File: src/rtl/led_zone_shifter.sv
// Frame serializer: fetches zone brightness values from the zone buffer and shifts
// them MSB-first onto the MiniLED driver chain, then pulses LE to latch the chain.
module led_zone_shifter #(
  parameter int unsigned ZONES     = 72,
  parameter int unsigned CLK_DIV   = 4,
  parameter int unsigned WORD_BITS = 16
) (
  input  logic       I_clk,
  input  logic       I_rst_n,
  input  logic       I_start,
  input  logic [7:0] I_gray_data,
  output logic       O_rd_en,
  output logic [8:0] O_rd_addr,
  output logic       O_DCLK,
  output logic       O_SDI,
  output logic       O_LE,
  output logic       O_busy,
  output logic       O_done
);

  localparam int unsigned ZW = (ZONES > 1) ? $clog2(ZONES) : 1;
  localparam int unsigned BW = $clog2(WORD_BITS);
  localparam int unsigned PW = $clog2(CLK_DIV);

  localparam logic [ZW-1:0] ZoneLast  = ZW'(ZONES - 1);
  localparam logic [BW-1:0] BitLast   = BW'(WORD_BITS - 1);
  localparam logic [PW-1:0] PhaseLast = PW'(CLK_DIV - 1);
  localparam logic [PW-1:0] PhaseHigh = PW'(CLK_DIV / 2);

  typedef enum logic [2:0] {StIdle, StFetch, StLoad, StShift, StLatch} state_e;

  state_e                 state_q, state_d;
  logic [ZW-1:0]          zone_q, zone_d;
  logic [BW-1:0]          bit_q, bit_d;
  logic [PW-1:0]          phase_q, phase_d;
  logic [WORD_BITS-1:0]   shreg_q, shreg_d;

  logic       rd_en_d, dclk_d, sdi_d, le_d, busy_d, done_d;
  logic [8:0] rd_addr_d;

  always_comb begin
    state_d = state_q;
    zone_d  = zone_q;
    bit_d   = bit_q;
    phase_d = phase_q;
    shreg_d = shreg_q;
    done_d  = 1'b0;
    unique case (state_q)
      StIdle: begin
        if (I_start) begin
          state_d = StFetch;
          zone_d  = ZoneLast;
        end
      end
      StFetch: state_d = StLoad;
      StLoad: begin
        // Read data is valid here, one cycle after the FETCH read strobe.
        shreg_d = WORD_BITS'(I_gray_data) << (WORD_BITS - 8);
        bit_d   = BitLast;
        phase_d = '0;
        state_d = StShift;
      end
      StShift: begin
        if (phase_q == PhaseLast) begin
          phase_d = '0;
          shreg_d = shreg_q << 1;
          bit_d   = bit_q - BW'(1);
          if (bit_q == '0) begin
            if (zone_q == '0) begin
              state_d = StLatch;
            end else begin
              zone_d  = zone_q - ZW'(1);
              state_d = StFetch;
            end
          end
        end else begin
          phase_d = phase_q + PW'(1);
        end
      end
      StLatch: begin
        if (phase_q == PhaseLast) begin
          phase_d = '0;
          state_d = StIdle;
          done_d  = 1'b1;
        end else begin
          phase_d = phase_q + PW'(1);
        end
      end
      default: state_d = StIdle;
    endcase
  end

  // Outputs are decoded from next-state values so the registered pins line up with the state.
  always_comb begin
    rd_en_d   = (state_d == StFetch);
    rd_addr_d = (state_d == StFetch) ? 9'(zone_d) : O_rd_addr;
    dclk_d    = (state_d == StShift) && (phase_d >= PhaseHigh);
    sdi_d     = (state_d == StShift) && shreg_d[WORD_BITS-1];
    le_d      = (state_d == StLatch);
    busy_d    = (state_d != StIdle);
  end

  always_ff @(posedge I_clk or negedge I_rst_n) begin
    if (!I_rst_n) begin
      state_q   <= StIdle;
      zone_q    <= ZoneLast;
      bit_q     <= '0;
      phase_q   <= '0;
      shreg_q   <= '0;
      O_rd_en   <= 1'b0;
      O_rd_addr <= '0;
      O_DCLK    <= 1'b0;
      O_SDI     <= 1'b0;
      O_LE      <= 1'b0;
      O_busy    <= 1'b0;
      O_done    <= 1'b0;
    end else begin
      state_q   <= state_d;
      zone_q    <= zone_d;
      bit_q     <= bit_d;
      phase_q   <= phase_d;
      shreg_q   <= shreg_d;
      O_rd_en   <= rd_en_d;
      O_rd_addr <= rd_addr_d;
      O_DCLK    <= dclk_d;
      O_SDI     <= sdi_d;
      O_LE      <= le_d;
      O_busy    <= busy_d;
      O_done    <= done_d;
    end
  end

endmodule

File: config.mk
export PLATFORM = sky130hd
export DESIGN_NAME = led_zone_shifter
export DESIGN_NICKNAME = d
export VERILOG_FILES = /design/src/rtl/led_zone_shifter.sv
export SDC_FILE = /design/constraint.sdc
export NUM_CORES = 1
export LEC_CHECK = 0
export CAP_MARGIN = 10
export CORE_ASPECT_RATIO = 0.5
export CORE_MARGIN = 3
export CORE_UTILIZATION = 40
export DETAILED_ROUTE_END_ITERATION = 8
export GPL_ROUTABILITY_DRIVEN = 0
export HOLD_SLACK_MARGIN = 0.08
export PLACE_DENSITY = 0.67
export SLEW_MARGIN = 20
export SYNTH_ARGS = -nofsm -noshare
export SYNTH_HDL_FRONTEND = slang
export SYNTH_SLANG_ARGS = --single-unit
File: constraint.sdc
create_clock -name I_clk -period 4.1 [get_ports I_clk]
set_input_delay 1.025 -clock I_clk [delete_from_list [all_inputs] [get_ports I_clk]]
set_output_delay 1.025 -clock I_clk [all_outputs]
set_load 0.05 [all_outputs]
==> run_results.csv <==
group,metric,value,unit
status,status,"finished clean",
logic_synthesis,synth_top_family_by_area,"compound AO/OA/AOI/OAI gates",
power_and_ir_drop,p_int,0.000963,W
sta,finalSetupTns,0,ns
logic_synthesis,synth_top_area_cell,"dfrtp_1",
sta,setup_ws,1.58,ns
cts,cts_buffer_depth,2,
cts,postCtsHoldBufs,0,
placed_design,dpl.hpwl,2950,µm
drt,drtIter0Drc,128,
logic_synthesis,yosys_warnings,0,
placed_design,pre_cts_slack,1.27,ns
logic_synthesis,synthCells,214,
logic_synthesis,synth_compound_area_share,20.9,%
global_routing,grt_max_degree,45,
drt,routed_wl,4490,µm
logic_synthesis,synth-edff-count,0,
cts,clk_latency,0.30,ns
critical_path,path_class,"reg2reg",
logic_synthesis,syn-cell-area,2170,µm²
sta,slew_headroom,36.2,%
power_and_ir_drop,comb_power_share,40.4,%
logic_synthesis,synth_area_per_cell,10.2,µm²
sta,fin_skew,0.00428,ns
global_routing,antenna_found_initial,0,
power_and_ir_drop,power.switching,0.000622,W
sta,slew_violations,0,
finish,nFillCells,489,
drt,first_pass_iters,7,
cts,clkSinkCount,44,
logic_synthesis,yosys-top-cells-area,"dfrtp_1, o21ai_0, dfstp_2",
drt,vias,1712,
logic_synthesis,synthArstFlopShare,100,%
critical_path,crit_chain,"ha_1 > buf_4 > and4bb_2 > nand2_1 > o41ai_1 > mux2_2",
cts,htreeDepth,2,
sta,min_period_over_period,61.4,%
critical_path,cpPeakStageDelay,0.60,ns
global_routing,grt_pass1_vias,1617,
die,dieArea,6410,µm²
cts,cts_setup_buffers,0,
global_routing,gr-total-overflow,0,
critical_path,cpLargestDelayFamily,"adder cells",
die,start_util,42.7,%
finish,final_nets,246,
run,drv_cap,0,
logic_synthesis,synthFlopType,"dfrtp_1",
sta,clock.fmax,0.397,GHz
power_and_ir_drop,leakage,0.991,nW
critical_path,start_kind,"register",
critical_path,critPathCaptureType,"register",
logic_synthesis,synth-simple-area-share,18.2,%
finish,antenna_cells,0,
critical_path,cpMaxStageDelayCell,"ha_1",
drt,via_per_inst,5.65,
die,io_pins,26,
logic_synthesis,synth_xor_area_share,0.806,%
die,core_area,5090,µm²
cts,cts_made_buffers,5,
finish,final_cell_mix,"dfrtp_1, o21ai_0, clkdlybuf4s50_1, a21oi_1, nor2_1",
power_and_ir_drop,power_frac_seq,41.5,%
sta,fin_crit,2.52,ns
sta,grt_setup_unrepaired,"false",
critical_path,worstPathArrival,2.76,ns
sta,finalHoldViolations,0,
critical_path,cp_num_buf_inv,1,
logic_synthesis,synth_top_area_share,46.0,%
power_and_ir_drop,powerDensity,626,nW/µm²
die,row_count,18,
logic_synthesis,ys_ff_latch,44,
drt,drc_errors,0,
die,die_x,110,µm
die,die_y,58.1,µm
cts,clkTransAtPathRegs,0.08,ns
finish,layout_commonest_cell,"dfrtp_1",
drt,ant_nets,0,
logic_synthesis,synth_cell_types,55,
global_routing,grt_usage,15.7,%
finish,drive_above_1_share,10.3,%
cts,clockRootBuffer,"clkbuf_8",
global_routing,grt_pass1_wl,7800,µm
cts,cts_resized,0,
critical_path,critical_path_peak_fanout,22,
sta,worst_pin_slew,0.958,ns
logic_synthesis,synth_mux_area_share,2.93,%
logic_synthesis,synth-adder-area-share,1.73,%
sta,setup_viol,0,
worst_hold_path,hp-class,"reg2reg",
power_and_ir_drop,ir_worst_vdd,0.274,mV
finish,syn2layout_area_growth,16.5,%
cts,cts_tree,"done",
power_and_ir_drop,p_clk_share,18.1,%
critical_path,critPathRequiredTime,4.34,ns
placed_design,numPortBuffers,23,
drt,drt-wirelength-per-cell,14.8,µm
logic_synthesis,synth_seq_area_share,50.9,%
power_and_ir_drop,swShare,39.2,%
[sequential cells by signal, indices dropped and copies added, names as in the netlist]
signal     cells
shreg_q       15
O_rd_addr      7
zone_q         7
bit_q          4
state_q        3
phase_q        2
O_DCLK         1
O_LE           1
O_SDI          1
O_busy         1
O_done         1
O_rd_en        1
[power by group through the flow]
stage | clock, W | sequential, W | combinational [W]
final | 0.000287 | 0.000658 | 0.000640
after global routing | 0.000315 | 0.000681 | 0.000708
after detailed placement | 0 | 0.000665 | 0.000641
after floorplan | 0 | 0.000773 | 0.000352
after CTS | 0.000298 | 0.000658 | 0.000644
after global placement | 0 | 0.000659 | 0.000618
[synth_stat cells, types with 2 or more instances]
cell       instances
nor3b_1            2
nor2_1            11
buf_4              2
xnor2_1            2
buf_2              3
a32o_1             2
dfrtp_1           40
mux2i_1            3
nor2b_1            6
or3_1              2
mux2_2             3
a2bb2oi_1          3
a31oi_1            5
buf_1              3
a22oi_1            2
a21oi_1           14
dfstp_2            4
ha_1               3
nor4b_1            2
inv_1              7
a311oi_1           2
nand2_1           10
o22ai_1            9
nor4_1             2
clkbuf_1           7
o21ai_0           23
nand3b_1           7
nand3_1            8
[layout make-up]
| class | instances | area [µm²] | share of cell area [%] |
|---|---|---|---|
| Sequential cell | 44 | 1110 | 43.7 |
| Multi-Input combinational cell | 149 | 978 | 38.6 |
| Timing Repair Buffer | 25 | 240 | 9.49 |
| Tap cell | 70 | 87.6 | 3.46 |
| Clock buffer | 7 | 86.3 | 3.41 |
| Inverter | 7 | 26.3 | 1.04 |
| Clock inverter | 1 | 7.51 | 0.296 |
[through the flow]
stage	utilization, %	area (µm²)	power, W	hold slack, ns	std cells
2_1_floorplan	-	2180	0.00113	0.454	215
5_1_grt	49.8	2530	0.00170	0.535	303
3_3_place_gp	47.9	2440	0.00128	0.471	295
3_5_place_dp	47.9	2440	0.00131	0.471	295
4_1_cts	49.8	2530	0.00160	0.501	303
6_report	49.8	2530	0.00159	0.496	303
[metal layers]
metal / share of wire, % / GRT usage (%) / up-vias / routed length, µm
li1: - / - / 826 / -
met1: 48 / 20.9 / 831 / 2160
met2: 45 / 24.6 / 50 / 2020
met3: 5.1 / 4.67 / 5 / 229
met4: 1.6 / 5.26 / 0 / 72
met5: 0 / 0 / - / 0
[path summary, 6_finish.rpt]
path                                                from                        to  slack, ns  cells after the start
max in group asynchronous                        I_rst_n           O_SDI$_DFF_PN0_       2.63                      1
worst max-delay path              phase_q[0]$_DFFE_PN0N_  O_rd_addr[4]$_DFFE_PN0N_       1.58                      6
worst max register to register    phase_q[0]$_DFFE_PN0N_  O_rd_addr[4]$_DFFE_PN0N_       1.58                      6
worst min-delay path            O_rd_addr[6]$_DFFE_PN0N_  O_rd_addr[6]$_DFFE_PN0N_       0.50                      1
worst min register to register  O_rd_addr[6]$_DFFE_PN0N_  O_rd_addr[6]$_DFFE_PN0N_       0.50                      1
min in group asynchronous                        I_rst_n  O_rd_addr[1]$_DFFE_PN0N_       0.87                      1
[cells by family (layout without fill, tap and decap cells)]
group / Yosys count / in the layout
AOI/OAI and AO/OA: 72 / 72
and+or+nand+nor: 64 / 64
DFF: 44 / 44
buffers and inverters: 22 / 40
muxes: 6 / 6
adders and majority gates: 3 / 3
xor gates and xnor gates: 2 / 2
other: 1 / 2
Note: power is estimated with default switching activity, not from simulation.
